--- config.mk ---
export PLATFORM = sky130hd
export DESIGN_NAME = scan_display_capture
export DESIGN_NICKNAME = d
export VERILOG_FILES = /design/src/rtl/scan_pkg.sv /design/src/rtl/scan_slot_filter.sv /design/src/rtl/scan_display_capture.sv
export SDC_FILE = /design/constraint.sdc
export NUM_CORES = 1
export LEC_CHECK = 0
export ABC_AREA = 1
export CORE_UTILIZATION = 50
export CTS_BUF_LIST = sky130_fd_sc_hd__clkbuf_4 sky130_fd_sc_hd__clkbuf_8 sky130_fd_sc_hd__clkbuf_16
export DETAILED_ROUTE_END_ITERATION = 7
export PLACE_DENSITY = 0.75
export REMOVE_ABC_BUFFERS = 1
export SETUP_SLACK_MARGIN = 0.02
export SLEW_MARGIN = 20
export SYNTH_ARGS = -nofsm -noshare
export SYNTH_HDL_FRONTEND = slang
export SYNTH_SLANG_ARGS = --single-unit
--- constraint.sdc ---
create_clock -name Clk -period 2.06 [get_ports Clk]
set_clock_uncertainty 0.1 [all_clocks]
set_input_delay 0.309 -clock Clk [delete_from_list [all_inputs] [get_ports Clk]]
set_output_delay 0.309 -clock Clk [all_outputs]
set_load 0.05 [all_outputs]
--- src/rtl/scan_pkg.sv ---
// Shared types and constants for the scan display capture block.
// Holds the FSM state enum, select patterns and the select decoder.
package scan_pkg;

    typedef enum logic [2:0] {
        HUNT,
        EXP0,
        EXP1,
        EXP2,
        EXP3
    } state_t;

    localparam logic [3:0] SL_D0    = 4'b1110;
    localparam logic [3:0] SL_D1    = 4'b1101;
    localparam logic [3:0] SL_D2    = 4'b1011;
    localparam logic [3:0] SL_D3    = 4'b0111;
    localparam logic [3:0] SL_BLANK = 4'b1111;

    localparam logic [3:0] BCD_MAX = 4'd9;

    // legal: exactly one low bit; blank: no low bit; neither: illegal
    typedef struct packed {
        logic       legal;
        logic       blank;
        logic [1:0] idx;
    } slot_t;

    function automatic slot_t sl_decode(input logic [3:0] sl);
        slot_t s;
        s = '0;
        case (sl)
            SL_D0: begin
                s.legal = 1'b1;
                s.idx   = 2'd0;
            end
            SL_D1: begin
                s.legal = 1'b1;
                s.idx   = 2'd1;
            end
            SL_D2: begin
                s.legal = 1'b1;
                s.idx   = 2'd2;
            end
            SL_D3: begin
                s.legal = 1'b1;
                s.idx   = 2'd3;
            end
            SL_BLANK: s.blank = 1'b1;
            default: ;
        endcase
        return s;
    endfunction

    // Slot index expected while in a given EXPn state
    function automatic logic [1:0] state_idx(input state_t st);
        logic [1:0] i;
        case (st)
            EXP1:    i = 2'd1;
            EXP2:    i = 2'd2;
            EXP3:    i = 2'd3;
            default: i = 2'd0;
        endcase
        return i;
    endfunction

    // State that expects a given slot index next
    function automatic state_t exp_state(input logic [1:0] idx);
        state_t st;
        case (idx)
            2'd1:    st = EXP1;
            2'd2:    st = EXP2;
            2'd3:    st = EXP3;
            default: st = EXP0;
        endcase
        return st;
    endfunction

endpackage

--- src/rtl/scan_slot_filter.sv ---
// Select stability filter: one acceptance strobe per run of a stable
// one-low pattern. Ports: Clk, Reset, sl in; slot_idx/acc/illegal out.
module scan_slot_filter
    import scan_pkg::*;
#(
    parameter int unsigned STABLE_CYC = 1
) (
    input  logic       Clk,
    input  logic       Reset,
    input  logic [3:0] sl,
    output logic [1:0] slot_idx,
    output logic       slot_acc,
    output logic       slot_illegal
);

    localparam logic [3:0] STB = 4'(STABLE_CYC);

    slot_t      dec;
    logic [3:0] cnt;
    logic [3:0] cnt_n;
    logic [3:0] last;
    logic       same;

    assign dec          = sl_decode(sl);
    assign slot_idx     = dec.idx;
    assign slot_illegal = !dec.legal && !dec.blank;
    assign same         = (cnt != 4'd0) && (sl == last);

    // The count stops at STB so a long run strobes exactly once
    always_comb begin
        cnt_n    = cnt;
        slot_acc = 1'b0;
        if (!dec.legal) begin
            cnt_n = 4'd0;
        end else if (!same) begin
            cnt_n    = 4'd1;
            slot_acc = (STB == 4'd1);
        end else if (cnt < STB) begin
            cnt_n    = cnt + 4'd1;
            slot_acc = (cnt + 4'd1 == STB);
        end
    end

    always_ff @(posedge Clk or negedge Reset) begin
        if (!Reset) begin
            cnt  <= 4'd0;
            last <= SL_BLANK;
        end else begin
            cnt  <= cnt_n;
            last <= sl;
        end
    end

endmodule

--- src/rtl/scan_display_capture.sv ---
// Rebuilds a 4-digit multiplexed BCD scan into a parallel frame register.
// In: Clk, Reset(async low), Seg_in, Sl_in, Clr_err. Out: Dig, Frame_vld,
// Sync, Err_sel, Err_bcd, Frame_cnt. SCAN_SYNC_EN adds a 2-flop input sync.
module scan_display_capture
    import scan_pkg::*;
#(
    parameter int unsigned STABLE_CYC  = 1,
    parameter int unsigned TIMEOUT_CYC = 1024
) (
    input  logic        Clk,
    input  logic        Reset,
    input  logic [3:0]  Seg_in,
    input  logic [3:0]  Sl_in,
    input  logic        Clr_err,
    output logic [15:0] Dig,
    output logic        Frame_vld,
    output logic        Sync,
    output logic        Err_sel,
    output logic        Err_bcd,
    output logic [7:0]  Frame_cnt
);

    localparam logic [15:0] TO_LAST = 16'(TIMEOUT_CYC - 1);

    logic [7:0] stage_in;
    logic [3:0] r_sl;
    logic [3:0] r_seg;

`ifdef SCAN_SYNC_EN
    logic [7:0] sync1;
    logic [7:0] sync2;

    always_ff @(posedge Clk or negedge Reset) begin
        if (!Reset) begin
            sync1 <= {SL_BLANK, 4'h0};
            sync2 <= {SL_BLANK, 4'h0};
        end else begin
            sync1 <= {Sl_in, Seg_in};
            sync2 <= sync1;
        end
    end

    assign stage_in = sync2;
`else
    assign stage_in = {Sl_in, Seg_in};
`endif

    always_ff @(posedge Clk or negedge Reset) begin
        if (!Reset) begin
            r_sl  <= SL_BLANK;
            r_seg <= 4'h0;
        end else begin
            r_sl  <= stage_in[7:4];
            r_seg <= stage_in[3:0];
        end
    end

    logic [1:0] slot_idx;
    logic       slot_acc;
    logic       slot_illegal;

    scan_slot_filter #(
        .STABLE_CYC(STABLE_CYC)
    ) u_filter (
        .Clk         (Clk),
        .Reset       (Reset),
        .sl          (r_sl),
        .slot_idx    (slot_idx),
        .slot_acc    (slot_acc),
        .slot_illegal(slot_illegal)
    );

    state_t      state;
    logic [3:0]  sh0;
    logic [3:0]  sh1;
    logic [3:0]  sh2;
    logic [15:0] tcnt;
    logic        in_order;
    logic        sel_bad;
    logic        bcd_bad;
    logic        timeout;

    assign in_order = (state != HUNT) && (slot_idx == state_idx(state));
    assign sel_bad  = slot_illegal
                    || (slot_acc && state != HUNT && !in_order);
    assign bcd_bad  = slot_acc && (r_seg > BCD_MAX);
    assign timeout  = !slot_acc && (tcnt == TO_LAST);

    always_ff @(posedge Clk or negedge Reset) begin
        if (!Reset) begin
            state     <= HUNT;
            sh0       <= 4'h0;
            sh1       <= 4'h0;
            sh2       <= 4'h0;
            tcnt      <= 16'd0;
            Dig       <= 16'h0000;
            Frame_vld <= 1'b0;
            Sync      <= 1'b0;
            Err_sel   <= 1'b0;
            Err_bcd   <= 1'b0;
            Frame_cnt <= 8'h00;
        end else begin
            Frame_vld <= 1'b0;
            // a new set in the clearing cycle keeps the flag
            Err_sel   <= sel_bad | (Err_sel & ~Clr_err);
            Err_bcd   <= bcd_bad | (Err_bcd & ~Clr_err);

            if (slot_acc || timeout) begin
                tcnt <= 16'd0;
            end else begin
                tcnt <= tcnt + 16'd1;
            end

            if (slot_illegal) begin
                state <= HUNT;
                Sync  <= 1'b0;
            end else if (slot_acc) begin
                if (!in_order) begin
                    // digit0 always (re)starts a frame, whatever the state
                    if (state != HUNT) begin
                        Sync <= 1'b0;
                    end
                    if (slot_idx == 2'd0) begin
                        sh0   <= r_seg;
                        state <= EXP1;
                    end else begin
                        state <= HUNT;
                    end
                end else begin
                    state <= exp_state(slot_idx + 2'd1);
                    unique case (slot_idx)
                        2'd0: sh0 <= r_seg;
                        2'd1: sh1 <= r_seg;
                        2'd2: sh2 <= r_seg;
                        2'd3: begin
                            Dig       <= {r_seg, sh2, sh1, sh0};
                            Frame_vld <= 1'b1;
                            Frame_cnt <= Frame_cnt + 8'd1;
                            Sync      <= 1'b1;
                        end
                    endcase
                end
            end else if (timeout) begin
                state <= HUNT;
                Sync  <= 1'b0;
            end
        end
    end

endmodule
[Word level (Yosys, flattened, before mapping)]
Cells that the tools add are included.
Word-level totals
  output and inout bits: 28
  bits in registers: 75
  input port bits: 11
  logic and storage cells: 98
Operators by class
  $add $sub $neg: 4
  equality and inequality tests: 21
  multiplexer cells: 27
  reductions and logical operators: 23
  bitwise logic cells: 6
  order comparisons: 2
Operators with widths (number)
  adder 16 x 1 -> 16 bit, second input constant: 1
  == test 16 x 10 -> 1 bit, second input constant: 1
  == test 4 bit, second input constant: 4
  2-to-1 mux 16 bit: 1
  2-to-1 mux 1 bit: 15
  2-to-1 mux 3 bit: 4
  2-to-1 mux 4 bit: 3
  case mux 2 bit (3 select lines): 2
  AND reduction 4 bit: 3
  case mux 3 bit (3 select lines): 1
  adder 8 x 1 -> 8 bit, second input constant: 1
  == test 2 bit, second input constant: 4
  logical AND 1 bit: 7
  == test 3 x 2 -> 1 bit, second input constant: 2
  AND reduction 3 bit: 2
  nonzero test 3 bit: 2
  adder 4 x 1 -> 4 bit, second input constant: 1
  == test 2 x 1 -> 1 bit, second input constant: 2
  == test 4 x 1 -> 1 bit, second input constant: 1
  == test 4 x 3 -> 1 bit, second input constant: 1
  == test 4 bit: 1
  greater-than comparator 4 bit, second input constant: 1
  logical NOT 1 bit: 4
  < comparator 4 x 1 -> 1 bit, second input constant: 1
  14 further kinds: 18

[Depth between registers and ports, before layout]
Gate-level depths: netlist of run 1.
  word-level depth: 10
  gate-level depth with buffers: 14

[Hierarchy]
A second synthesis of run 1 with hierarchy kept.
Second synthesis, totals
  cells, all modules: 438
  area total of the unflattened synthesis: 3751.1 µm²
Modules (own cells, without submodules)
  scan_display_capture: area an instance 3185.6 µm², cells an instance 359, times used 1
  scan_slot_filter: area an instance 565.5 µm², cells an instance 79, times used 1

[Worst setup path after synthesis of run 1]
Ideal clock, no wire load.
  path type: register to register
  from: reg r_sl[0]
  to: reg Frame_cnt[7]
  data arrival time: 1.725 ns
  buffers on the path: 1
  path slack: 0.116 ns
  clock period less this slack: 1.944 ns
  data required time: 1.841 ns
  cell stages (with the launch flop): 15
  cells stage by stage: dfstp_2 -> nand2_1 -> inv_2 -> nand2_2 -> nand2_2 -> inv_2 -> o21ai_2 -> inv_2 -> nor2_4 -> nand2_4 -> nor2_8 -> buf_6 -> nand2_1 -> nand2_1 -> nand2_1
On the way
  longest elaborated chain between the ends: 7
Ends and longest elaborated chain
  start: declaration: line scan_display_capture.sv:26  | logic [3:0] r_sl;
  start signal: assignment: line scan_display_capture.sv:53  | r_sl <= stage_in[7:4];
  == test 4 bit / == test 4 x 3 -> 1 bit (equally long branches): line scan_pkg.sv:31  | case (sl)
  OR reduction 4 bit (no source line)
  2-to-1 mux 1 bit: line scan_pkg.sv:31
  logical NOT 1 bit
  logical AND 1 bit: line scan_slot_filter.sv:26  | assign slot_illegal = !dec.legal && !dec.blank;
  inverter 1 bit (no source line)
  AND reduction 4 bit (no source line) (*)
  end signal: assignment: line scan_display_capture.sv:138  | Frame_cnt <= Frame_cnt + 8'd1;
  end: declaration: line scan_display_capture.sv:20  | output logic [7:0] Frame_cnt
Every way passes the cells marked *; elsewhere a longest branch is shown, timed or not.
A chain may end at the register's enable or synchronous reset.

[Worst setup path in the final report of run 1]
Ends and elaborated chain as after synthesis.

==> metrics.md, run 1 <==
| Metric | Value |
|---|---|
| Max IR drop VDD | 0.000562 V |
| Sequential share of power | 47.7% |
| Area contributors post-synth | dfrtp_1 50%, nand2_1 14%, dfstp_2 6.3% |
| CP max stage cell | dfstp_2 |
| H-tree Lvls | 3 |
| DIE AREA | 7030 um2 |
| Max_slew headroom | 62.3% |
| Tcrit/Tclk final | 100% |
| Clock Latency Late Sink | 0.35 ns |
| Yosys top cell by area | dfrtp_1 |
| Reg2reg end | Frame_cnt[7]$_DFFE_PN0P_ |
| Clock share of power | 39.7% |
| Comb pwr share | 12.6% |
| Initial core utilization | 52.1% |
| Post-synth ARST share | 100% |
| Outcome | finished with violations |
| DR pass1 iterations | 6 |
| ANT cells | 0 |
| Hold Path Stages | 1 |
| WL per Instance | 12.6 um |
| LEAKAGE | 2.21 nW |
| GR Overflow Total | 0 |
| Final Core Density | 68.0% |
| P&R area growth vs syn | 30.5% |
| Sink Count | 75 |
| RSZ-0062 raised after global routing | yes |
| Die Ht | 83.8 um |
| Synth Register Bits | 75 |
| Pin count of the biggest net entering global routing | 36 |
| Reg clk slew, reported paths | 0.08 ns |
| Period minus WS final | 2.07 ns |
| Synth Flop Type | dfrtp_1 |
| CTS tree | yes |
| Ports | 39 |
| Slew @ Worst Pin | 0.566 ns |
| HP Start | Sl_in[3] |
| CP max FO | 6 |
| Root buffer cell | clkbuf_8 |
| Synthesized area | 3350 um2 |
| HPWL after DPL | 4.57 mm |
| Final Hold Fails | 0 |
| Worst path arrival time | 2.21 ns |
| R2R Setup Slk | -0.006 ns |
| Reg-to-Reg Start | r_sl[0]$_DFF_PN1_ |
| Pwr dens | 793 nW/um2 |
| Nets | 469 |
| Crit path launch type | flip-flop |
| Via count | 2621 |
| Core Box Area | 6420 um2 |
| Failing checks | DRC, setup timing |
| Synth top area share | 50.1% |
| Mean post-synth cell area | 8.72 um2 |
| Longest Clk Path Bufs | 2 |
| Yosys warnings | 0 |
| Count leader, synth | nand2_1 |
| Final Worst Setup Slack | -0.00553 ns |
| Commonest cells post-synth | 125 x nand2_1, 67 x dfrtp_1, 44 x inv_1 |
| Reg2Reg Depth | 14 |
| CP Cell Sequence | nand2_2 > inv_2 > nand2_4 > nand2_2 > inv_2 > o21ai_2 > inv_2 > nor2_4 > nand2_4 > nor2_8 > buf_12 > nand2_1 > nand2_1 > nand2_1 |
| Cells after Synth | 384 |
| Final setup fails | 2 |
| Sw Share | 25.2% |
| Post-DRT Antenna Nets | 0 |
| Critical Path End Type | flip-flop |
| Aggregate global-route resource usage | 20.5% |
| Inserted Clock Buffers | 9 |
| Drt total wl | 6.75 mm |
| Initial antenna violation count | 0 |
| Iteration-0 DRC Markers | 192 |
| GPL Wtd Cong | 0.875 |
| Final max-slew violation count | 0 |
| Vias in the first global route | 2514 |
| DR vias/cell | 4.90 |
| Switching power | 0.873 mW |
| Chip width | 83.8 um |
| Maxcap violations | 0 |
| Post-synth cell types | 30 |
| Post-synth EDFFs | 0 |
| WHS Endpoint | r_sl[3]$_DFF_PN1_ |
| DRC | 10 |
| Share of cells above drive strength 1 | 18.8% |
| Design area | 4370 um2 |
| Sequential share of the synthesized area | 56.4% |
| # rows | 29 |
| IO buf count | 38 |
| Internal power | 2.59 mW |
| First-pass GRT wire length | 11.1 mm |
| Max incr delay on CP | 0.60 ns |
| Worst path required time | 2.20 ns |
| Fmax | 484 MHz |
| DP Area | 3890 um2 |
| Worst min path class | in2reg |
| CP Class | reg2reg |
==> timing repair <==
| action | in CTS | in global routing |
|---|---|---|
| endpoints found under the hold margin | 21 | 0 |
| hold buffers | 1 | 0 |
| gates resized for setup | 4 | 35 |
| endpoints found under the setup margin | 12 | 51 |
| pin swaps | 1 | 8 |
| setup buffers | 0 | 11 |
| cloned | 0 | 2 |
==> state kept, by name, summed over array words and instances, names as in the netlist <==
register and cells:
r_sl 4, tcnt 16, u_filter.last 4, Frame_cnt 8, Err_bcd 1, u_filter.cnt 4
Sync 1, state 3, Frame_vld 1, Dig 16, sh0 4, sh2 4
sh1 4, Err_sel 1, r_seg 4
==> metal layers <==
| metal | track usage (%) | part of all wire (%) | up-vias |
|---|---|---|---|
| met5 | 0 | 0 | - |
| met4 | 6.27 | 0.86 | 0 |
| met2 | 36.4 | 53 | 61 |
| met1 | 23.3 | 42 | 1211 |
| met3 | 6.63 | 4.8 | 9 |
| li1 | - | - | 1340 |
==> power groups by stage <==
stage | logic [mW] | registers, mW | clock network [mW]
after global routing | 0.485 | 1.67 | 1.47
after CTS | 0.407 | 1.65 | 1.41
after global placement | 0.391 | 1.67 | 0
final | 0.435 | 1.65 | 1.38
after detailed placement | 0.406 | 1.68 | 0
after floorplan | 0.177 | 1.74 | 0
==> metrics by stage <==
| step | TNS [ns] | cells | hold slack [ns] | total power [mW] | worst slack (ns) |
|---|---|---|---|---|---|
| floorplan | -0.374 | 378 | -0.0866 | 1.91 | -0.0237 |
| global placement | 0 | 505 | 0.234 | 2.06 | 0.0491 |
| detailed placement | -0.0452 | 505 | 0.231 | 2.08 | -0.0352 |
| CTS | 0 | 522 | 0.244 | 3.47 | 0.0133 |
| global route | -1.55 | 535 | 0.242 | 3.62 | -0.0908 |
| finish | -0.00864 | 535 | 0.260 | 3.47 | -0.00553 |
==> worst max-delay path by stage <==
stage                      start                  endpoint  slack [ns]
6_report       r_sl[0]$_DFF_PN1_  Frame_cnt[7]$_DFFE_PN0P_      -0.006
3_3_place_gp   r_sl[3]$_DFF_PN1_        sh2[1]$_DFFE_PN0P_        0.05
5_1_grt        r_sl[0]$_DFF_PN1_  Frame_cnt[7]$_DFFE_PN0P_       -0.09
3_5_place_dp   r_sl[3]$_DFF_PN1_        sh1[0]$_DFFE_PN0P_       -0.04
4_1_cts        r_sl[3]$_DFF_PN1_        sh1[0]$_DFFE_PN0P_        0.01
2_1_floorplan  r_sl[0]$_DFF_PN1_  Frame_cnt[1]$_DFFE_PN0P_       -0.02
==> area by class of cell <==
cell class | count | area, um2
clock buffer | 11 | 145
fill | 516 | 2050
timing repair buffer | 64 | 649
clock inverter | 5 | 100
inverter | 49 | 186
sequential | 75 | 1890
tap | 77 | 96.3
multi-input combinational | 254 | 1310
==> cells in the final DEF (no fill, tap or decap), types with 2 or more instances in the layout <==
cell,count
ha_1,5
nor3_1,8
nand2_4,2
bufinv_16,3
inv_1,43
clkinv_2,2
nor2_4,5
dfrtp_1,67
inv_2,5
o21ai_0,13
nor2_1,26
buf_12,3
nor3b_1,2
a21oi_1,5
o21ai_1,10
nand3_2,4
nand4_1,5
nand2_2,7
dlygate4sd2_1,2
nand3_1,16
xor2_1,7
dfstp_2,8
nor2_2,5
clkbuf_8,10
buf_4,19
clkdlybuf4s50_1,34
o21ai_2,2
nand2_1,120
clkbuf_16,2
o22ai_1,3
==> worst max-delay path: cells and delay by family (launching register included) <==
kind            cells  cell delay [ns]
flops               1             0.60
simple gates        9             0.81
buf+inv             4             0.36
compound gates      1             0.08
==> cells by family (layout without fill, tap and decap cells) <==
family,count (synthesis),after routing,synth area share [%]
fa+ha+maj,5,5,1.87
xor+xnor,9,9,2.58
compound gates,36,36,5.87
flops,75,75,56.4
buf+inv,55,129,7.14
simple gates,204,204,26.2
Note: power is estimated with default switching activity, not from simulation.
==> inputs of run 2 (changes only) <==
- CORE_MARGIN: default -> 8
- TNS_END_PERCENT: default -> 50
==> metrics.md, run 2 (same netlist as run 1, synthesis figures left out) <==
| Metric | Value |
|---|---|
| Fillers | 535 |
| Tcrit/Tclk final | 97.7% |
| DR vias/cell | 4.98 |
| Max incr delay on CP | 0.60 ns |
| Share of cells above drive strength 1 | 19.4% |
| Via count | 2655 |
| Clock share of power | 34.7% |
| Reg clk slew, reported paths | 0.07 ns |
| Worst min path class | in2reg |
| Max_slew headroom | 63.0% |
| Ports | 39 |
| Pwr dens | 741 nW/um2 |
| Sink Count | 75 |
| Maxcap violations | 0 |
| Final Worst Setup Slack | 0.0467 ns |
| Largest regs | Dig: 16 flops, tcnt: 16 flops, Frame_cnt: 8 flops |
| Final Core Density | 64.8% |
| Final setup fails | 0 |
| Outcome | complete, no violations |
| Post-DRT Antenna Nets | 0 |
| Internal power | 2.31 mW |
| Inserted Clock Buffers | 9 |
| CP max stage cell | dfstp_2 |
| Crit path launch type | flip-flop |
| IO buf count | 38 |
| Aggregate global-route resource usage | 14.6% |
| Worst path required time | 2.24 ns |
| Initial core utilization | 50.4% |
| Final max-slew violation count | 0 |
| HPWL after DPL | 4.75 mm |
| Final Hold Fails | 0 |
| Switching power | 0.880 mW |
| R2R Setup Slk | 0.05 ns |
| Initial antenna violation count | 0 |
| CP max FO | 5 |
| Max IR drop VDD | 0.000462 V |
| Sw Share | 27.6% |
| DIE AREA | 9570 um2 |
| DR pass1 iterations | 4 |
| Pre-CTS WS | 0.0190 ns |
| GPL Wtd Cong | 0.877 |
| Drt total wl | 6.74 mm |
| CP Cell Sequence | inv_2 > nor2_2 > nand2_2 > nand3_1 > nand3_1 > nor2_4 > nand2_4 > nor2_8 > buf_12 > clkbuf_16 > nand2_2 > nand2_1 |
| # rows | 30 |
| Period minus WS final | 2.01 ns |
| Critical Path End Type | flip-flop |
| DRC | 0 |
| Core Box Area | 6640 um2 |
| Tot Pwr | 3.19 mW |
| Slew @ Worst Pin | 0.555 ns |
| Chip width | 97.8 um |
| Most frequent cells in the layout | 113 x nand2_1, 67 x dfrtp_1, 42 x inv_1, 33 x clkdlybuf4s50_1, 27 x nor2_1 |
| Worst path arrival time | 2.20 ns |
| LEAKAGE | 2.18 nW |
| Sequential share of power | 51.8% |
| WL per Instance | 12.6 um |
| Vias in the first global route | 2664 |
| Clock Latency Late Sink | 0.34 ns |
| Pin count of the biggest net entering global routing | 33 |
| CTS tree | yes |
| Commonest non-fill, non-tap cell in the layout | nand2_1 |
| Die Ht | 97.8 um |
| P&R area growth vs syn | 28.6% |
| CP Class | reg2reg |
| GR Overflow Total | 0 |
| Longest Clk Path Bufs | 2 |
| Comb pwr share | 13.4% |
| Iteration-0 DRC Markers | 86 |
| First-pass GRT wire length | 11.4 mm |
| H-tree Lvls | 3 |
| WHS | 0.271 ns |
| Nets | 464 |
| ANT cells | 0 |
| RSZ-0062 raised after global routing | yes |
| Root buffer cell | clkbuf_8 |
| Fmax | 497 MHz |
[run 2: cell count changes in the layout (fill, tap and decap cells not counted), sizes merged]
cell	previous run	this run
buf	24	21
dlymetal6s2s	1	3
clkbuf	13	11
bufinv	3	1
clkdlybuf4s50	34	33
clkinvlp	0	3
dlygate4sd2	2	0
[run 2: routing by layer]
layer | vias to the layer above | share of wire, % | GRT usage [%]
met4 | 0 | 1.9 | 7.55
li1 | 1330 | - | -
met5 | - | 0 | 0
met3 | 11 | 4.9 | 4.41
met2 | 69 | 49 | 24.0
met1 | 1245 | 44 | 16.7
[run 2: worst paths after layout]
path | startpoint | endpoint | depth (start not counted)
setup / recovery | r_sl[3]$_DFF_PN1_ | Dig[9]$_DFFE_PN0P_ | 12
hold / removal | Sl_in[1] | r_sl[1]$_DFF_PN1_ | 1
setup reg to reg | r_sl[3]$_DFF_PN1_ | Dig[9]$_DFFE_PN0P_ | 12
hold reg to reg | r_sl[2]$_DFF_PN1_ | u_filter.last[2]$_DFF_PN1_ | 0
max in group asynchronous | Reset | state[1]$_DFFE_PN0P_ | 3
min in group asynchronous | Reset | Dig[7]$_DFFE_PN0P_ | 2
[run 2: final cells by class]
class / count / area [um2] / share of cell area (%)
repair buffers: 59 / 611 / 14.2
inverters: 49 / 194 / 4.50
flip-flops and latches: 75 / 1890 / 43.8
clock buffers: 10 / 131 / 3.05
clock inverters: 6 / 66.3 / 1.54
well taps: 80 / 100 / 2.32
multi-input cells: 254 / 1320 / 30.6
[run 2: critical path: cells and delay by family (launching register included)]
| kind | cells | cell delay [ns] |
|---|---|---|
| DFF | 1 | 0.60 |
| buffers and inverters | 3 | 0.35 |
| and+or+nand+nor | 9 | 0.92 |
[run 2: what timing repair did]
item | 4_1_cts | 5_1_grt
pin swaps | 0 | 17
buffers inserted | 0 | 7
endpoints found under the hold margin | 13 | 0
resized for setup | 1 | 43
gates cloned | 0 | 1
hold buffers | 1 | 0
endpoints found under the setup margin | 2 | 55
[run 2: power groups by stage]
stage               Sequential (mW)  Clock, mW  Combinational (mW)
global route                   1.67       1.20               0.478
finish                         1.65       1.11               0.428
floorplan                      1.74          0               0.177
global placement               1.67          0               0.394
CTS                            1.65       1.14               0.409
detailed placement             1.68          0               0.404
[run 2: through the flow]
step / instances / setup TNS (ns) / cell area [um2]
CTS: 525 / 0 / 4090
global placement: 508 / 0 / 3880
floorplan: 378 / -0.374 / 3300
global route: 533 / -0.737 / 4310
detailed placement: 508 / 0 / 3880
finish: 533 / 0 / 4310
